[src/rtl/mem_lsu.sv]
// Memory-stage load/store unit: issues one data-bus access per load/store and
// returns aligned, sign-extended load data to MEM/WB, stalling the pipe meanwhile.
module mem_lsu #(
    parameter int unsigned TIMEOUT_CYC = 255
) (
    input  logic        clk,
    input  logic        rst,
    input  logic [4:0]  mem_wd_i,
    input  logic        mem_wreg_i,
    input  logic [31:0] mem_wdata_i,
    input  logic [7:0]  mem_aluop_i,
    input  logic [31:0] mem_mem_addr_i,
    input  logic [31:0] mem_reg2_i,
    input  logic        flush_i,
    output logic        dbus_req_o,
    output logic        dbus_we_o,
    output logic [31:0] dbus_addr_o,
    output logic [31:0] dbus_wdata_o,
    output logic [3:0]  dbus_sel_o,
    input  logic        dbus_gnt_i,
    input  logic        dbus_rvalid_i,
    input  logic [31:0] dbus_rdata_i,
    input  logic        dbus_err_i,
    output logic [4:0]  wd_o,
    output logic        wreg_o,
    output logic [31:0] wdata_o,
    output logic        stallreq_o,
    output logic        misalign_o,
    output logic        bus_err_o,
    output logic [31:0] exc_addr_o
);

    localparam logic [7:0] EXE_LB_OP  = 8'b1110_0000;
    localparam logic [7:0] EXE_LH_OP  = 8'b1110_0001;
    localparam logic [7:0] EXE_LW_OP  = 8'b1110_0011;
    localparam logic [7:0] EXE_LBU_OP = 8'b1110_0100;
    localparam logic [7:0] EXE_LHU_OP = 8'b1110_0101;
    localparam logic [7:0] EXE_SB_OP  = 8'b1110_1000;
    localparam logic [7:0] EXE_SH_OP  = 8'b1110_1001;
    localparam logic [7:0] EXE_SW_OP  = 8'b1110_1011;

    localparam int CNT_W = (TIMEOUT_CYC < 2) ? 1 : $clog2(TIMEOUT_CYC + 1);
    localparam logic [CNT_W-1:0] TO_LAST = CNT_W'((TIMEOUT_CYC == 0) ? 0 : TIMEOUT_CYC - 1);

    typedef enum logic [2:0] {IDLE, REQ, WAIT, DONE, DRAIN} state_e;
    typedef enum logic [1:0] {SZ_B, SZ_H, SZ_W} size_e;

    state_e           state_q, state_d;
    logic [CNT_W-1:0] cnt_q;
    logic             is_mem, is_store, is_unsigned, misaligned, issue, timeout_hit;
    size_e            size;
    logic [3:0]       sel_d;
    logic [31:0]      store_data;

    size_e            size_q;
    logic             unsigned_q, store_q, wreg_q, err_q;
    logic [4:0]       wd_q;
    logic [31:0]      addr_q, rdata_q, shifted, load_data;

    always_comb begin
        // NOTE: every comb output gets a default first so no path infers a latch.
        is_mem      = 1'b1;
        is_store    = 1'b0;
        is_unsigned = 1'b0;
        size        = SZ_W;
        case (mem_aluop_i)
            EXE_LB_OP:  size = SZ_B;
            EXE_LBU_OP: begin size = SZ_B; is_unsigned = 1'b1; end
            EXE_LH_OP:  size = SZ_H;
            EXE_LHU_OP: begin size = SZ_H; is_unsigned = 1'b1; end
            EXE_LW_OP:  size = SZ_W;
            EXE_SB_OP:  begin size = SZ_B; is_store = 1'b1; end
            EXE_SH_OP:  begin size = SZ_H; is_store = 1'b1; end
            EXE_SW_OP:  begin size = SZ_W; is_store = 1'b1; end
            default:    is_mem = 1'b0;
        endcase
    end

    assign misaligned  = is_mem && (((size == SZ_H) && mem_mem_addr_i[0]) ||
                                    ((size == SZ_W) && (mem_mem_addr_i[1:0] != 2'b00)));
    assign issue       = (state_q == IDLE) && is_mem && !misaligned && !flush_i;
    assign timeout_hit = (TIMEOUT_CYC != 0) && (cnt_q == TO_LAST);

    always_comb begin
        sel_d      = 4'b1111;
        store_data = mem_reg2_i;
        case (size)
            SZ_B: begin
                sel_d      = 4'b0001 << mem_mem_addr_i[1:0];
                store_data = {4{mem_reg2_i[7:0]}};
            end
            SZ_H: begin
                sel_d      = mem_mem_addr_i[1] ? 4'b1100 : 4'b0011;
                store_data = {2{mem_reg2_i[15:0]}};
            end
            default: ;
        endcase
    end

    // A grant coinciding with a flush still leaves a response in flight, so drain it.
    always_comb begin
        state_d = state_q;
        case (state_q)
            IDLE:  if (issue) state_d = REQ;
            REQ: begin
                if (flush_i)          state_d = dbus_gnt_i ? DRAIN : IDLE;
                else if (dbus_gnt_i)  state_d = WAIT;
                else if (timeout_hit) state_d = DONE;
            end
            WAIT: begin
                if (dbus_rvalid_i)    state_d = flush_i ? IDLE : DONE;
                else if (flush_i)     state_d = DRAIN;
                else if (timeout_hit) state_d = DONE;
            end
            DONE:  state_d = IDLE;
            DRAIN: if (dbus_rvalid_i) state_d = IDLE;
            default: state_d = IDLE;
        endcase
    end

    // NOTE: sequential state uses non-blocking assignments so all registers update together.
    always_ff @(posedge clk or posedge rst) begin
        if (rst) begin
            state_q <= IDLE;
            cnt_q   <= '0;
        end else begin
            state_q <= state_d;
            cnt_q   <= ((state_d == state_q) && ((state_q == REQ) || (state_q == WAIT)))
                       ? cnt_q + 1'b1 : '0;
        end
    end

    always_ff @(posedge clk or posedge rst) begin
        if (rst) begin
            dbus_req_o   <= 1'b0;
            dbus_we_o    <= 1'b0;
            dbus_addr_o  <= '0;
            dbus_wdata_o <= '0;
            dbus_sel_o   <= '0;
            addr_q       <= '0;
            wd_q         <= '0;
            wreg_q       <= 1'b0;
            size_q       <= SZ_B;
            unsigned_q   <= 1'b0;
            store_q      <= 1'b0;
            rdata_q      <= '0;
            err_q        <= 1'b0;
        end else begin
            dbus_req_o <= (state_d == REQ);
            if (issue) begin
                dbus_we_o    <= is_store;
                dbus_addr_o  <= {mem_mem_addr_i[31:2], 2'b00};
                dbus_wdata_o <= store_data;
                dbus_sel_o   <= sel_d;
                addr_q       <= mem_mem_addr_i;
                wd_q         <= mem_wd_i;
                wreg_q       <= mem_wreg_i;
                size_q       <= size;
                unsigned_q   <= is_unsigned;
                store_q      <= is_store;
                err_q        <= 1'b0;
            end else if ((state_q == WAIT) && dbus_rvalid_i) begin
                rdata_q <= dbus_rdata_i;
                err_q   <= dbus_err_i;
            end else if (((state_q == REQ) || (state_q == WAIT)) && (state_d == DONE)) begin
                err_q <= 1'b1;
            end
        end
    end

    assign shifted = rdata_q >> {addr_q[1:0], 3'b000};

    always_comb begin
        load_data = rdata_q;
        case (size_q)
            SZ_B: load_data = unsigned_q ? {24'b0, shifted[7:0]}
                                         : {{24{shifted[7]}}, shifted[7:0]};
            SZ_H: load_data = unsigned_q ? {16'b0, shifted[15:0]}
                                         : {{16{shifted[15]}}, shifted[15:0]};
            default: ;
        endcase
    end

    always_comb begin
        wd_o       = mem_wd_i;
        wreg_o     = 1'b0;
        wdata_o    = mem_wdata_i;
        stallreq_o = 1'b0;
        misalign_o = 1'b0;
        bus_err_o  = 1'b0;
        exc_addr_o = addr_q;
        case (state_q)
            IDLE: begin
                if (!is_mem) begin
                    wreg_o = mem_wreg_i;
                end else if (misaligned && !flush_i) begin
                    misalign_o = 1'b1;
                    exc_addr_o = mem_mem_addr_i;
                end else begin
                    stallreq_o = issue;
                end
            end
            REQ, WAIT: stallreq_o = 1'b1;
            DONE: begin
                wd_o    = wd_q;
                wdata_o = load_data;
                if (err_q)         bus_err_o = 1'b1;
                else if (!store_q) wreg_o    = wreg_q;
            end
            default: ;
        endcase
    end

endmodule

[config.mk]
export PLATFORM = sky130hd
export DESIGN_NAME = mem_lsu
export DESIGN_NICKNAME = d
export VERILOG_FILES = /design/src/rtl/mem_lsu.sv
export SDC_FILE = /design/constraint.sdc
export NUM_CORES = 1
export LEC_CHECK = 0
export CORE_AREA = 2 2 113 115
export CTS_CLUSTER_SIZE = 16
export DETAILED_ROUTE_END_ITERATION = 8
export DIE_AREA = 0 0 115 117
export DONT_BUFFER_PORTS = 1
export PLACE_DENSITY = 0.71
export SETUP_SLACK_MARGIN = 0.3
export SYNTH_ARGS = -nofsm -noshare
export SYNTH_HDL_FRONTEND = slang
export SYNTH_SLANG_ARGS = --single-unit
[constraint.sdc]
create_clock -name clk -period 4.2 [get_ports clk]
set_input_delay 0.63 -clock clk [delete_from_list [all_inputs] [get_ports clk]]
set_output_delay 0.63 -clock clk [all_outputs]
set_load 0.005 [all_outputs]
; Yosys cells after proc, flatten, opt, wreduce, memory -nomap -nowiden
; Cells that the tools add are included.
[op_classes]
add_sub_neg = 1
eq_ne = 19
shifts = 2
n_mux = 41
bitwise = 1
reduce_logical = 26
[op_table]
columns = cell, count
row1 = $mux 32, 6
row2 = $pmux 32 s2, 2
row3 = $eq 8x8->1 const B, 9
row4 = $shr 32x5->16, 1
row5 = $mux 3, 8
row6 = $mux 1, 16
row7 = $pmux 3 s4, 1
row8 = $logic_and 1x1->1, 10
row9 = $eq 3x2->1 const B, 3
row10 = $reduce_or 3->1, 3
row11 = $add 8x1->8 const B, 1
row12 = $mux 8, 1
row13 = $pmux 4 s2, 1
row14 = $reduce_or 8->1, 1
row15 = $eq 3x1->1 const B, 2
row16 = $mux 5, 1
row17 = $eq 2x1->1 const B, 2
row18 = $logic_not 2->1, 2
row19 = $mux 4, 1
row20 = $pmux 1 s2, 2
row21 = $pmux 2 s2, 1
row22 = $reduce_or 2->1, 2
row23 = $shl 1x2->4 const A, 1
row24 = $eq 3x3->1, 1
row25 = 10 further kinds, 12
[word_totals]
ff_bits = 153
input_bits = 148
output_inout_bits = 143
word_cells = 104

; Logic depth before layout (Yosys ltp)
[depth]
depth_word = 17
ltp_mapped = 8
mapped_depth_nobuf = 7

; Worst setup path before layout
; OpenSTA, ideal clock, no wires.
[synth_timing]
path_kind = input-to-output
from = input port flush_i
to = output port exc_addr_o[0]
t_arrival_ps = 1883
required_ps = 3570
setup_slack_ps = 1687
path_stages = 5
path_buffers = 1
path_cell_list = nor4_2 -> nand3_1 -> or3_1 -> clkbuf_1 -> mux2_1
[synth_via]
elab_chain_len = 5
[synth_rtl]
columns = item, line_no
row1 = from (decl), 14  ; input logic flush_i,
row2 = $logic_not 1->1, 196  ; end else if (misaligned && !flush_i) begin
row3 = $logic_and 1x1->1, 196
row4 = $mux 32, 196
row5 = $mux 32, 194  ; if (!is_mem) begin
row6 = $mux 32, 192  ; case (state_q)
row7 = to (decl), 30  ; output logic [31:0] exc_addr_o
; Every way passes these cells.

; Worst setup path after layout
[layout_timing]
from = register state_q[1]
to = output port exc_addr_o[0]
[layout_via]
elab_chain_len = 2
[layout_rtl]
columns = item, line_no
row1 = from (decl), 48  ; state_e state_q, state_d;
row2 = from (signal assigned), 127  ; state_q <= state_d;
row3 = $logic_not 3->1, 192
row4 = $mux 32, 192
; Every way passes these cells.

==> metrics.cfg <==
[status]
status = complete, no violations

[placed_design]
gp_congestion = 0.906
dp_hpwl_mm = 12.9
place_area_sq_um = 6640
io_buffer_count = 0
dp_slack_ns = 0.910

[clock_network]
path_clk_slew_ns = 0.05
clk_latency_ns = 0.41
cts_tree = built
cts_buffers = 17
cts_resized = 0
ctsHoldBuffers = 0
htree_levels = 4
clock-sinks = 123
cts_buffer_depth = 2
post_cts_buffers = 0
cts-root-buf = clkbuf_16

[yosys]
synth.distinct_cells = 55
ys_seq_area_share_pct = 45.2
avgSynthCellArea_sq_um = 8.12
synthArstFlopShare_pct = 100
ys_ff_latch = 123
yosys.area.top_type = dfrtp_1
synth_enable_flop_cells = 0
synth.area.top_cells = dfrtp_1, nand2_1, mux2_2
synthFlopType = dfrtp_1
synth_top_area_share_pct = 45.2
syn_area_sq_um = 6800
syn_inst = 838
ys_warn_count = 0

[die]
core.rowCount = 41
coreArea_sq_um = 12300
start_util_pct = 55.3
die_w_microns = 115
fp.dieH_microns = 117
die_area_sq_um = 13500
ioPinCount = 291

[global_route]
overflow = 0
grt_pass1_vias = 5260
antenna_found_initial = 0
gr-usage-met1_pct = 32.1
grt.total_usage_pct = 26.2
grt_busiest_layer = met2
grt_pass1_wl_mm = 26.9
grt_max_degree = 124
met3_usage_pct = 7.00
met2_usage_pct = 44.2

[power]
peakVddDrop_mv = 0.276
cellLeakagePower_uw = 0.00353
power.density_nw_per_um2 = 475
total_power_uw = 3440

[setup_path]
rr_worst_depth = 6
endpoint = exc_addr_o[0]
cp.required_ns = 3.57
r2r_end = dbus_wdata_o[14]
cp.arrival_ns = 2.97
path_class = reg -> out
cp-end-kind = output pin
rrSetupSlack_ns = 1.58
crit_start = state_q[1]
cp_max_fo = 32
startpoint_type = flip-flop
r2r_start = state_q[1]

[route]
wire_per_inst_microns = 18.9
first_iter_violations = 444
via_per_inst = 5.96
drt-total-wl_mm = 17.9
route.antenna.remaining_nets = 0
vias = 5637
drc = 0
first_pass_iters = 5

[finish]
drive_gt1_share_pct = 10.4
nFillCells = 1084
area_delta_synth_final_pct = 6.46
final_net_count = 933
n_antenna_cell = 0
finalInstanceArea_sq_um = 7240
final_core_util_pct = 58.8

[timing]
final_max_slew_viol_count = 0
tns_ns = 0
finalHoldViolations = 0
finalSetupViolCount = 0
worst_slack_ns = 0.600
max_slew_margin_pct = 21.8
max_freq_mhz = 278
post-route-period-util_pct = 85.7
worstMarginPinSlew_ns = 1.17
period_minus_slack_ns = 3.60
rsz0062_at_grt = false
finalClockSkew_ns = 0.00622

[min_path]
min_path_type = in -> async

[flow_run]
cap_violations = 0

[sequential cells by signal, summed over array words and instances, names as in the netlist]
signal,flops
cnt_q,8
unsigned_q,1
wreg_q,1
dbus_wdata_o,32
dbus_sel_o,4
dbus_req_o,1
addr_q,32
rdata_q,32
err_q,1
state_q,3
wd_q,5
size_q,2
store_q,1
[how the worst min path moves through the flow]
stage	start	to	cells after the start
5_1_grt	mem_wd_i[1]	wd_q[1]	2
2_1_floorplan	wreg_q	wreg_q	2
4_1_cts	rst	dbus_wdata_o[2]	2
3_3_place_gp	wreg_q	wreg_q	2
6_report	rst	dbus_wdata_o[11]	2
3_5_place_dp	wd_q[4]	wd_q[4]	2
[layout by cell type, fill, tap and decap left out, types with 2 or more instances in the layout]
| master | n |
|---|---|
| o22ai_1 | 7 |
| buf_12 | 2 |
| xnor2_1 | 2 |
| nor2_2 | 2 |
| clkinvlp_4 | 3 |
| a21o_1 | 3 |
| bufinv_16 | 2 |
| nand2_1 | 311 |
| or3_1 | 2 |
| nand3_1 | 40 |
| conb_1 | 2 |
| inv_1 | 5 |
| o21ai_0 | 32 |
| nor3_1 | 2 |
| mux2_2 | 32 |
| dfrtp_1 | 123 |
| a21oi_1 | 48 |
| or2_2 | 2 |
| o31ai_1 | 2 |
| mux2i_1 | 25 |
| clkbuf_1 | 4 |
| buf_4 | 6 |
| nand2b_1 | 4 |
| clkbuf_8 | 6 |
| nor2b_1 | 4 |
| nor2_1 | 51 |
| ha_1 | 2 |
| a31oi_1 | 11 |
| clkbuf_16 | 17 |
| nand3b_1 | 2 |
| a22oi_1 | 7 |
| and3_1 | 4 |
| xor2_1 | 4 |
[cells in the mapped netlist (all sizes together), types with 2 or more instances]
master / number
nor2b: 4
o31ai: 2
inv: 6
a31oi: 11
clkbuf: 28
nand2b: 5
nor3: 4
mux2: 33
o21ai: 33
ha: 2
nand3: 40
nand3b: 2
a22oi: 7
a21oi: 48
buf: 55
a21o: 3
nand2: 311
xnor2: 2
or3: 2
xor2: 4
or2: 3
dfrtp: 123
o22ai: 7
and3: 4
nor2: 54
mux2i: 25
[power by group]
group | switching [uW] | internal (uW) | leakage, uW
logic | 226 | 174 | 0.00163
clock network | 503 | 967 | 0.000290
registers | 206 | 1360 | 0.00161
total | 935 | 2500 | 0.00353
[cell type report]
cell class              count  area (sq um)  area share, %
well taps                 150           188           2.59
inverters                   6          26.3          0.363
multi-input cells         627          3260           45.0
clock inverters             5          80.1           1.11
flip-flops and latches    123          3080           42.5
repair buffers              8          85.1           1.17
clock buffers              27           523           7.22
[metal layers]
layer	up-vias	wire length [microns]
li1	2644	-
met5	-	0
met2	241	9050
met4	0	403
met1	2722	7230
met3	30	1240
[per-stage QoR]
stage | hold WS (ns) | std cells
floorplan | 0.431 | 839
global placement | 0.450 | 914
detailed placement | 0.456 | 914
CTS | 0.304 | 946
global route | 0.312 | 946
finish | 0.259 | 946
[critical path, stage by stage, from the launching register on]
cell,delay [ns]
dfrtp_1,0.47
nor4_2,0.45
nand3_1,0.23
or3_1,0.87
mux2_1,0.52
[logic make-up (layout without fill, tap and decap cells)]
| group | after synthesis | count (layout) | synth area share, % |
|---|---|---|---|
| simple gates | 437 | 437 | 26.6 |
| flops | 123 | 123 | 45.2 |
| fa+ha+maj | 2 | 2 | 0.368 |
| xor+xnor | 6 | 6 | 0.772 |
| compound gates | 121 | 121 | 10.4 |
| other cells | 1 | 2 | 0.0551 |
| buf+inv | 89 | 46 | 7.08 |
| mux | 59 | 59 | 9.47 |
Power figures use the tool's default switching activity.
